--- config.mk ---
export PLATFORM = sky130hd
export DESIGN_NAME = mem_access_unit
export DESIGN_NICKNAME = d
export VERILOG_FILES = /design/src/rtl/mem_access_unit_pkg.sv /design/src/rtl/mem_load_ext.sv /design/src/rtl/mem_access_unit.sv
export SDC_FILE = /design/constraint.sdc
export NUM_CORES = 1
export LEC_CHECK = 0
export CAP_MARGIN = 20
export CORE_MARGIN = 2
export CORE_UTILIZATION = 36
export DETAILED_ROUTE_END_ITERATION = 8
export GPL_ROUTABILITY_DRIVEN = 0
export PLACE_DENSITY = 0.82
export SLEW_MARGIN = 20
export SYNTH_ARGS = -nofsm -noshare
export SYNTH_HDL_FRONTEND = slang
export SYNTH_HIERARCHICAL = 1
export SYNTH_SLANG_ARGS = --single-unit
export TNS_END_PERCENT = 50
--- constraint.sdc ---
create_clock -name clk -period 4.3 [get_ports clk]
set_clock_uncertainty 0.1 [all_clocks]
set_input_delay 1.29 -clock clk [delete_from_list [all_inputs] [get_ports clk]]
set_output_delay 1.29 -clock clk [all_outputs]
set_load 0.02 [all_outputs]
--- src/rtl/mem_access_unit_pkg.sv ---
// Shared constants for the MEM-stage load/store unit: opcodes, func3 codes,
// FSM encodings and the byte-port request bundle.
package mem_access_unit_pkg;

    localparam int REG_BUS      = 32;
    localparam int REG_ADDR_BUS = 5;
    localparam int CTRL_BUS     = 6;
    localparam int STALL_MEM    = 4;

    localparam logic [6:0] OP_LOAD  = 7'b0000011;
    localparam logic [6:0] OP_STORE = 7'b0100011;

    localparam logic [2:0] F3_LB  = 3'b000;
    localparam logic [2:0] F3_LH  = 3'b001;
    localparam logic [2:0] F3_LW  = 3'b010;
    localparam logic [2:0] F3_LBU = 3'b100;
    localparam logic [2:0] F3_LHU = 3'b101;

    localparam logic [1:0] MEM_IDLE   = 2'd0;
    localparam logic [1:0] MEM_ACCESS = 2'd1;
    localparam logic [1:0] MEM_DONE   = 2'd2;

    typedef struct packed {
        logic        req;
        logic        we;
        logic [31:0] addr;
        logic [7:0]  dout;
    } byte_req_t;

    // Index of the final byte; undefined widths fall back to a full word.
    function automatic logic [1:0] last_byte(input logic [2:0] func3);
        case (func3[1:0])
            F3_LB[1:0]: return 2'd0;
            F3_LH[1:0]: return 2'd1;
            default:    return 2'd3;
        endcase
    endfunction

endpackage

--- src/rtl/mem_load_ext.sv ---
// Extends the assembled load buffer to 32 bits; func3[2] selects zero extension.
module mem_load_ext
    import mem_access_unit_pkg::*;
(
    input  logic [31:0] buf_data,
    input  logic [2:0]  func3,
    output logic [31:0] ext_data
);
    logic sext;
    assign sext = ~func3[2];

    always_comb begin
        case (func3[1:0])
            F3_LB[1:0]: ext_data = {{24{sext & buf_data[7]}}, buf_data[7:0]};
            F3_LH[1:0]: ext_data = {{16{sext & buf_data[15]}}, buf_data[15:0]};
            default:    ext_data = buf_data;
        endcase
    end
endmodule

--- src/rtl/mem_access_unit.sv ---
// MEM-stage load/store unit: serialises LB/LH/LW/SB/SH/SW over a byte port,
// stalling the pipeline until the access completes.
module mem_access_unit
    import mem_access_unit_pkg::*;
(
    input  logic                    clk,
    input  logic                    rst,
    input  logic [CTRL_BUS-1:0]     stall_i,
    input  logic [REG_ADDR_BUS-1:0] wd_i,
    input  logic                    wreg_i,
    input  logic [REG_BUS-1:0]      wdata_i,
    input  logic [31:0]             opcode_i,
    input  logic [31:0]             func3_i,
    input  logic [31:0]             mem_addr_i,
    input  logic [31:0]             reg2_i,
    output logic [REG_ADDR_BUS-1:0] wd_o,
    output logic                    wreg_o,
    output logic [REG_BUS-1:0]      wdata_o,
    output logic                    stallreq_o,
    output logic                    mem_req_o,
    output logic                    mem_we_o,
    output logic [31:0]             mem_addr_o,
    output logic [7:0]              mem_dout_o,
    input  logic [7:0]              mem_din_i,
    input  logic                    mem_ack_i
);
    logic [1:0]  state;
    logic [1:0]  cnt;
    logic [1:0]  last;
    logic [31:0] load_buf;
    logic [31:0] load_val;
    logic        is_load, is_store, is_mem;
    byte_req_t   breq;
    logic        unused;

    assign unused   = ^{opcode_i[31:7], func3_i[31:3], stall_i[5], stall_i[3:0]};
    assign is_load  = (opcode_i[6:0] == OP_LOAD);
    assign is_store = (opcode_i[6:0] == OP_STORE);
    assign is_mem   = is_load | is_store;
    assign last     = last_byte(func3_i[2:0]);

    mem_load_ext u_load_ext (
        .buf_data (load_buf),
        .func3    (func3_i[2:0]),
        .ext_data (load_val)
    );

    always_ff @(posedge clk or posedge rst) begin
        if (rst) begin
            state    <= MEM_IDLE;
            cnt      <= 2'd0;
            load_buf <= 32'd0;
        end else begin
            case (state)
                MEM_IDLE: begin
                    if (is_mem) begin
                        state <= MEM_ACCESS;
                        cnt   <= 2'd0;
                    end
                end
                MEM_ACCESS: begin
                    if (mem_ack_i) begin
                        if (is_load) load_buf[{cnt, 3'b000} +: 8] <= mem_din_i;
                        if (cnt == last) state <= MEM_DONE;
                        else             cnt   <= cnt + 2'd1;
                    end
                end
                MEM_DONE: begin
                    // A held MEM stage keeps the result without touching memory again.
                    if (!stall_i[STALL_MEM]) state <= MEM_IDLE;
                end
                default: state <= MEM_IDLE;
            endcase
        end
    end

    always_comb begin
        breq       = '0;
        stallreq_o = 1'b0;
        wd_o       = wd_i;
        wreg_o     = wreg_i;
        wdata_o    = wdata_i;
        case (state)
            MEM_IDLE: begin
                if (is_mem) begin
                    stallreq_o = 1'b1;
                    wreg_o     = 1'b0;
                end
            end
            MEM_ACCESS: begin
                stallreq_o = 1'b1;
                wreg_o     = 1'b0;
                breq.req   = 1'b1;
                breq.we    = is_store;
                breq.addr  = mem_addr_i + {30'd0, cnt};
                breq.dout  = reg2_i[{cnt, 3'b000} +: 8];
            end
            MEM_DONE: begin
                if (is_load) wdata_o = load_val;
            end
            default: ;
        endcase
        // Outputs are forced quiet for the whole reset pulse, not just after the edge.
        if (rst) begin
            breq       = '0;
            stallreq_o = 1'b0;
            wd_o       = '0;
            wreg_o     = 1'b0;
            wdata_o    = '0;
        end
    end

    assign mem_req_o  = breq.req;
    assign mem_we_o   = breq.we;
    assign mem_addr_o = breq.addr;
    assign mem_dout_o = breq.dout;
endmodule

After elaboration in Yosys (flattened, before gate mapping)

Cells that the tools add are included.

Equality and inequality tests: 11
Shift-type cells: 3
Bitwise operators: 4
Add/subtract/negate cells: 3
Muxes and demuxes: 24
Reductions and logical operators: 6

Operators by type and width:

| operator                                              | number |
|---|---|
| two-way mux 32 bit                                    | 3 |
| two-way mux 42 bit                                    | 2 |
| one-hot mux 32 bit (2 select lines)                   | 1 |
| adder 32 x 2 -> 32 bit                                | 1 |
| bitwise mux 32 bit                                    | 1 |
| variable shift 8 x 7 -> 32 bit (first input constant) | 1 |
| variable part select 32 x 6 -> 8 bit                  | 1 |
| variable part select 8 x 7 -> 32 bit                  | 1 |
| two-way mux 2 bit                                     | 7 |
| inequality test 2 bit (second input constant)         | 5 |
| one-hot mux 2 bit (2 select lines)                    | 2 |
| AND reduction 4 bit                                   | 2 |
| == test 7 x 2 -> 1 bit (second input constant)        | 1 |
| == test 7 x 6 -> 1 bit (second input constant)        | 1 |
| negation 5 -> 7 bit                                   | 1 |
| one-hot mux 2 bit (3 select lines)                    | 1 |
| two-way mux 5 bit                                     | 1 |
| == test 2 x 1 -> 1 bit (second input constant)        | 2 |
| zero test 2 bit                                       | 2 |
| two-way mux 1 bit                                     | 4 |
| one-hot mux 1 bit (2 select lines)                    | 2 |
| AND reduction 3 bit                                   | 1 |
| adder 2 x 1 -> 2 bit (second input constant)          | 1 |
| bitwise AND 1 bit                                     | 2 |
| other kinds (5)                                       | 5 |

Output and inout port bits: 81
Word-level logic and storage cells: 54
Input port bits: 183
Bits in registers: 36

Longest topological paths before layout

Gate-level depths: netlist of the first run.

Depth after elaboration: 6
Mapped depth: 7
Depth with buffers taken out: 6

Cells and area by module

Netlist of the first run, hierarchy kept.

Modules (own cells, without submodules):

| module          | instances | cells each | sequential area each (um^2) | area each (um^2) |
|---|---|---|---|---|
| mem_access_unit | 1         | 394        | 900.9                       | 3444.6 |
| mem_load_ext    | 1         | 67         | 0.0                         | 355.3 |

Worst setup path after synthesis of the first run

OpenSTA, ideal clock, no wires.

Kind: input to output
Start point: input port opcode_i[3]
End point: output port wdata_o[16]
Stages on the path: 6
Required time: 2910 ps
Data arrival time: 2927 ps
Buffers on the path: 2
Setup slack: -17 ps
Cell sequence: or4_1 -> buf_2 -> nor4_4 -> buf_6 -> mux2i_1 -> nor2_1

Cells in the longest elaborated chain, start to end: 4

Ends and longest elaborated chain:

| element                | line                   | text |
|---|---|---|
| start: declaration     | mem_access_unit.sv:12  | `input logic [31:0] opcode_i,` |
| == test 7 x 2 -> 1 bit | mem_access_unit.sv:37  | `assign is_load = (opcode_i[6:0] == OP_LOAD);` |
| two-way mux 32 bit     | mem_access_unit.sv:99  | `if (is_load) wdata_o = load_val;` |
| two-way mux 32 bit     | mem_access_unit.sv:83  | `case (state)` |
| two-way mux 32 bit     | mem_access_unit.sv:104 | `if (rst) begin` |
| end: declaration       | mem_access_unit.sv:18  | `output logic [REG_BUS-1:0] wdata_o,` |

No other way between the ends.

Final worst setup path of the first run

Start point: input port func3_i[1]
End point: output port wdata_o[23]

Cells in the longest elaborated chain, start to end: 5
Elaborated cells between the ends (all ways): 6
Classes of those cells: eq/ne: 1; mux: 4; reduce/logical: 1

Ends and longest elaborated chain:

| element                                                   | line                   | text |
|---|---|---|
| start: declaration                                        | mem_access_unit.sv:13  | `input logic [31:0] func3_i,` |
| == test 2 x 1 -> 1 bit or zero test 2 bit (tied branches) | mem_load_ext.sv:13     | `case (func3[1:0])` |
| one-hot mux 32 bit (2 select lines) *                     | mem_load_ext.sv:13     |  |
| named net load_val[23]                                    | mem_access_unit.sv:31  | `logic [31:0] load_val;` |
| two-way mux 32 bit *                                      | mem_access_unit.sv:99  |  |
| two-way mux 32 bit *                                      | mem_access_unit.sv:83  |  |
| two-way mux 32 bit *                                      | mem_access_unit.sv:104 |  |

The timed path passes the listed nets; every way through them passes the cells marked *.

==> results of run 1 <==
-- registers in the layout, summed over array words and instances (netlist names) --
signal,cells
state,2
cnt,2
load_buf,32
-- Yosys cell counts (6+ instances only) --
cell and instances:
nand3_1 12, nor4_1 6, ha_1 7, a21bo_2 27, inv_1 7, clkbuf_1 17, a21oi_1 15, nand4_1 42
nand2_1 43, or4_1 13, o31ai_1 12, and3_1 6, nor2_1 50, o21ai_0 26, xnor2_1 8, and4_1 6
mux2i_1 33, buf_4 12, nor3_1 8, and2_1 12, dfrtp_1 36, mux4_2 8
-- how the worst max path moves through the flow --
stage | endpoint
final | wdata_o[23]
after global routing | wdata_o[26]
after CTS | wdata_o[13]
after detailed placement | mem_addr_o[30]
after global placement | mem_addr_o[30]
after floorplan | wdata_o[10]
-- stage by stage --
step	util, %	power [W]	hold slack, ns	setup WS, ns	TNS (ns)
floorplan	-	0.000880	0.348	-0.0150	-0.225
global placement	62.8	0.00134	0.366	-0.935	-46.37
detailed placement	62.8	0.00137	0.365	-0.947	-50.10
CTS	65.6	0.00165	0.384	-0.0966	-1.31
global route	66.6	0.00177	0.408	-0.149	-2.22
finish	66.6	0.00168	0.381	-0.0674	-0.341
-- per-layer routing --
metal | GRT usage (%) | share of wire, % | vias up
li1 | - | - | 2238
met1 | 31.2 | 38 | 2306
met2 | 46.9 | 49 | 290
met3 | 6.32 | 8.0 | 61
met4 | 13.1 | 4.2 | 0
met5 | 0 | 0 | -
-- final cells by class --
type | instances | area share [%]
inverters | 7 | 0.384
flip-flops and latches | 36 | 13.2
multi-input cells | 375 | 43.5
clock inverters | 2 | 0.512
well taps | 136 | 2.49
clock buffers | 6 | 1.06
repair buffers | 300 | 38.9
-- repair_timing --
item	CTS	global route
cloned	5	0
resized for setup	397	53
setup buffers	13	2
pin swaps	32	19
endpoints found under the setup margin	75	56
-- cells by family (layout without fill, tap and decap cells) --
family,count (synthesis),count (layout)
AO/OA/AOI/OAI,95,95
XOR/XNOR,13,13
adder cells (fa/ha/maj),8,8
buffers and inverters,50,315
flip-flops,36,36
multiplexers,42,42
AND/OR/NAND/NOR,217,217
-- power breakdown --
part,leakage [nW],total (W),internal (W),switching (W)
Clock,0.0552,0.000296,0.000172,0.000124
Sequential,0.499,0.000377,0.000354,0.0000235
Combinational,2.49,0.00100,0.000467,0.000538
Total,3.05,0.00168,0.000993,0.000685
==> impl_metrics.json, run 1 <==
{
  "status": "finished, violations left",
  "failed_checks": "negative setup slack",
  "ir_worst_vdd_v": 0.000164,
  "yosys_most_used_dff": "dfrtp_1",
  "root_buffer": "clkbuf_8",
  "min_period_ns": 4.37,
  "critPathCaptureType": "output pin",
  "synth_seq_area_share_pct": 23.7,
  "dpl_cell_area_mm2": 0.00645,
  "syn_nets": 652,
  "cts-buffers-inserted": 5,
  "synth_edf_count": 0,
  "synth_mux_area_share_pct": 13.8,
  "cts_tree": "done",
  "grt_pass1_wl_um": 24900,
  "ys_ff_latch": 36,
  "multi_input_area_mm2": 0.00298,
  "clock_tree.buffer_depth": 2,
  "setup_slack_ns": -0.0674,
  "r2r-start": "cnt[1]",
  "clk_latency_ns": 0.29,
  "num_io_pins": 264,
  "rsz0062_at_grt": "true",
  "placed_cells": 839,
  "cp-start-kind": "input pin",
  "yosysTopAreaCell": "dfrtp_1",
  "area_growth_syn_to_layout_pct": 80.2,
  "grt-ovfl-total": 0,
  "cpPeakStageDelay_ns": 0.44,
  "yosys_warnings": 6,
  "rrSetupSlack_ns": 1.51,
  "grt_max_degree": 40,
  "yosysUniqueCellTypes": 49,
  "fp.dieArea_mm2": 0.0114,
  "mostFrequentLayoutCell": "buf_4",
  "via_per_inst": 5.68,
  "cts.sinks": 36,
  "hold_viol": 0,
  "yosys.area_share.simple_pct": 31.1,
  "ant_nets": 0,
  "critical_path.slowest_cell": "clkdlybuf4s50_1",
  "p_per_area_mw_per_mm2": 245,
  "final_cell_mix": "buf_4 (99), clkdlybuf4s50_1 (93), nand2_1 (42), nand4_1 (42), dlygate4sd2_1 (37)",
  "finalSetupViolations": 12,
  "crit_required_ns": 2.91,
  "hold_class": "register to register",
  "final_cell_area_mm2": 0.00685,
  "hold_depth": 1,
  "synth_xor_area_share_pct": 3.00,
  "tightest_slew_ns": 0.979,
  "die_x_um": 107,
  "antenna_cells": 0,
  "cp_num_cells": 7,
  "dr.pass1.iters": 5,
  "reg2reg_to": "load_buf[16]",
  "slew_viol_final": 0,
  "synth-compound-area-share_pct": 18.3,
  "fin_nets": 916,
  "syn_inst": 461,
  "drc": 0,
  "grt_pass1_vias": 5114,
  "crit_arrival_ns": 2.98,
  "critPathLaunch": "func3_i[1]",
  "hpwl_um": 11500,
  "htree_num_levels": 2,
  "fp.coreArea_mm2": 0.0103,
  "fin_cells": 862,
  "antenna_found_initial": 0,
  "wirelength_um": 16000,
  "hold_path_end": "load_buf[31]",
  "worstRegToRegCells": 6,
  "criticalPathCategory": "input pin to output pin",
  "synth_top_family_by_area": "simple AND/OR/NAND/NOR gates",
  "synthAdderAreaFrac_pct": 2.83,
  "p_leak_nw": 3.05,
  "numPortBuffers": 204,
  "nFillCells": 834,
  "vias": 4895,
  "slew-limit-headroom_pct": 34.6,
  "min_from": "load_buf[31]",
  "synthTopCellsByArea": "dfrtp_1 (24%), mux2i_1 (8.7%), a21bo_2 (7.1%)",
  "wl_per_cell_um": 18.6,
  "cp_num_buf_inv": 3,
  "synth_area_mm2": 0.00380,
  "path_delay_family": "buffers and inverters",
  "fmax_mhz": 229,
  "critical_path.max_fanout": 16,
  "layout_worst_path_cycle_share_pct": 102,
  "maxCapViolations": 0,
  "die_y_um": 107,
  "seq_area_um2": 901,
  "path_cells": "clkdlybuf4s50_1, buf_12, or2_4, o21ai_0, mux2i_4, nor2_2, buf_6",
  "cts.clk_slew.worst_paths_ns": 0.07,
  "syn_avg_cell_area_um2": 8.24,
  "cts_hold_buf": 0,
  "drive_gt1_share_pct": 38.8,
  "rows": 37,
  "start_util_pct": 37.0,
  "drt_iter0_drc": 395,
  "grt.total_usage_pct": 27.0,
  "synthArstFlopShare_pct": 100,
  "synth_top_area_share_pct": 23.7
}
Note: power is estimated with default switching activity, not from simulation.
==> inputs of run 2 (changes only) <==
--- a/config.mk
+++ b/config.mk
@@ -5,11 +5,12 @@
 export SDC_FILE = /design/constraint.sdc
 export NUM_CORES = 1
 export LEC_CHECK = 0
-export CAP_MARGIN = 20
 export CORE_MARGIN = 2
 export CORE_UTILIZATION = 36
+export CTS_CLUSTER_DIAMETER = 80
 export DETAILED_ROUTE_END_ITERATION = 8
 export GPL_ROUTABILITY_DRIVEN = 0
+export HOLD_SLACK_MARGIN = 0.08
 export PLACE_DENSITY = 0.82
 export SLEW_MARGIN = 20
 export SYNTH_ARGS = -nofsm -noshare
==> results of run 2 <==
Same layout as run 1: the final DEF is identical, and so are final timing and power.
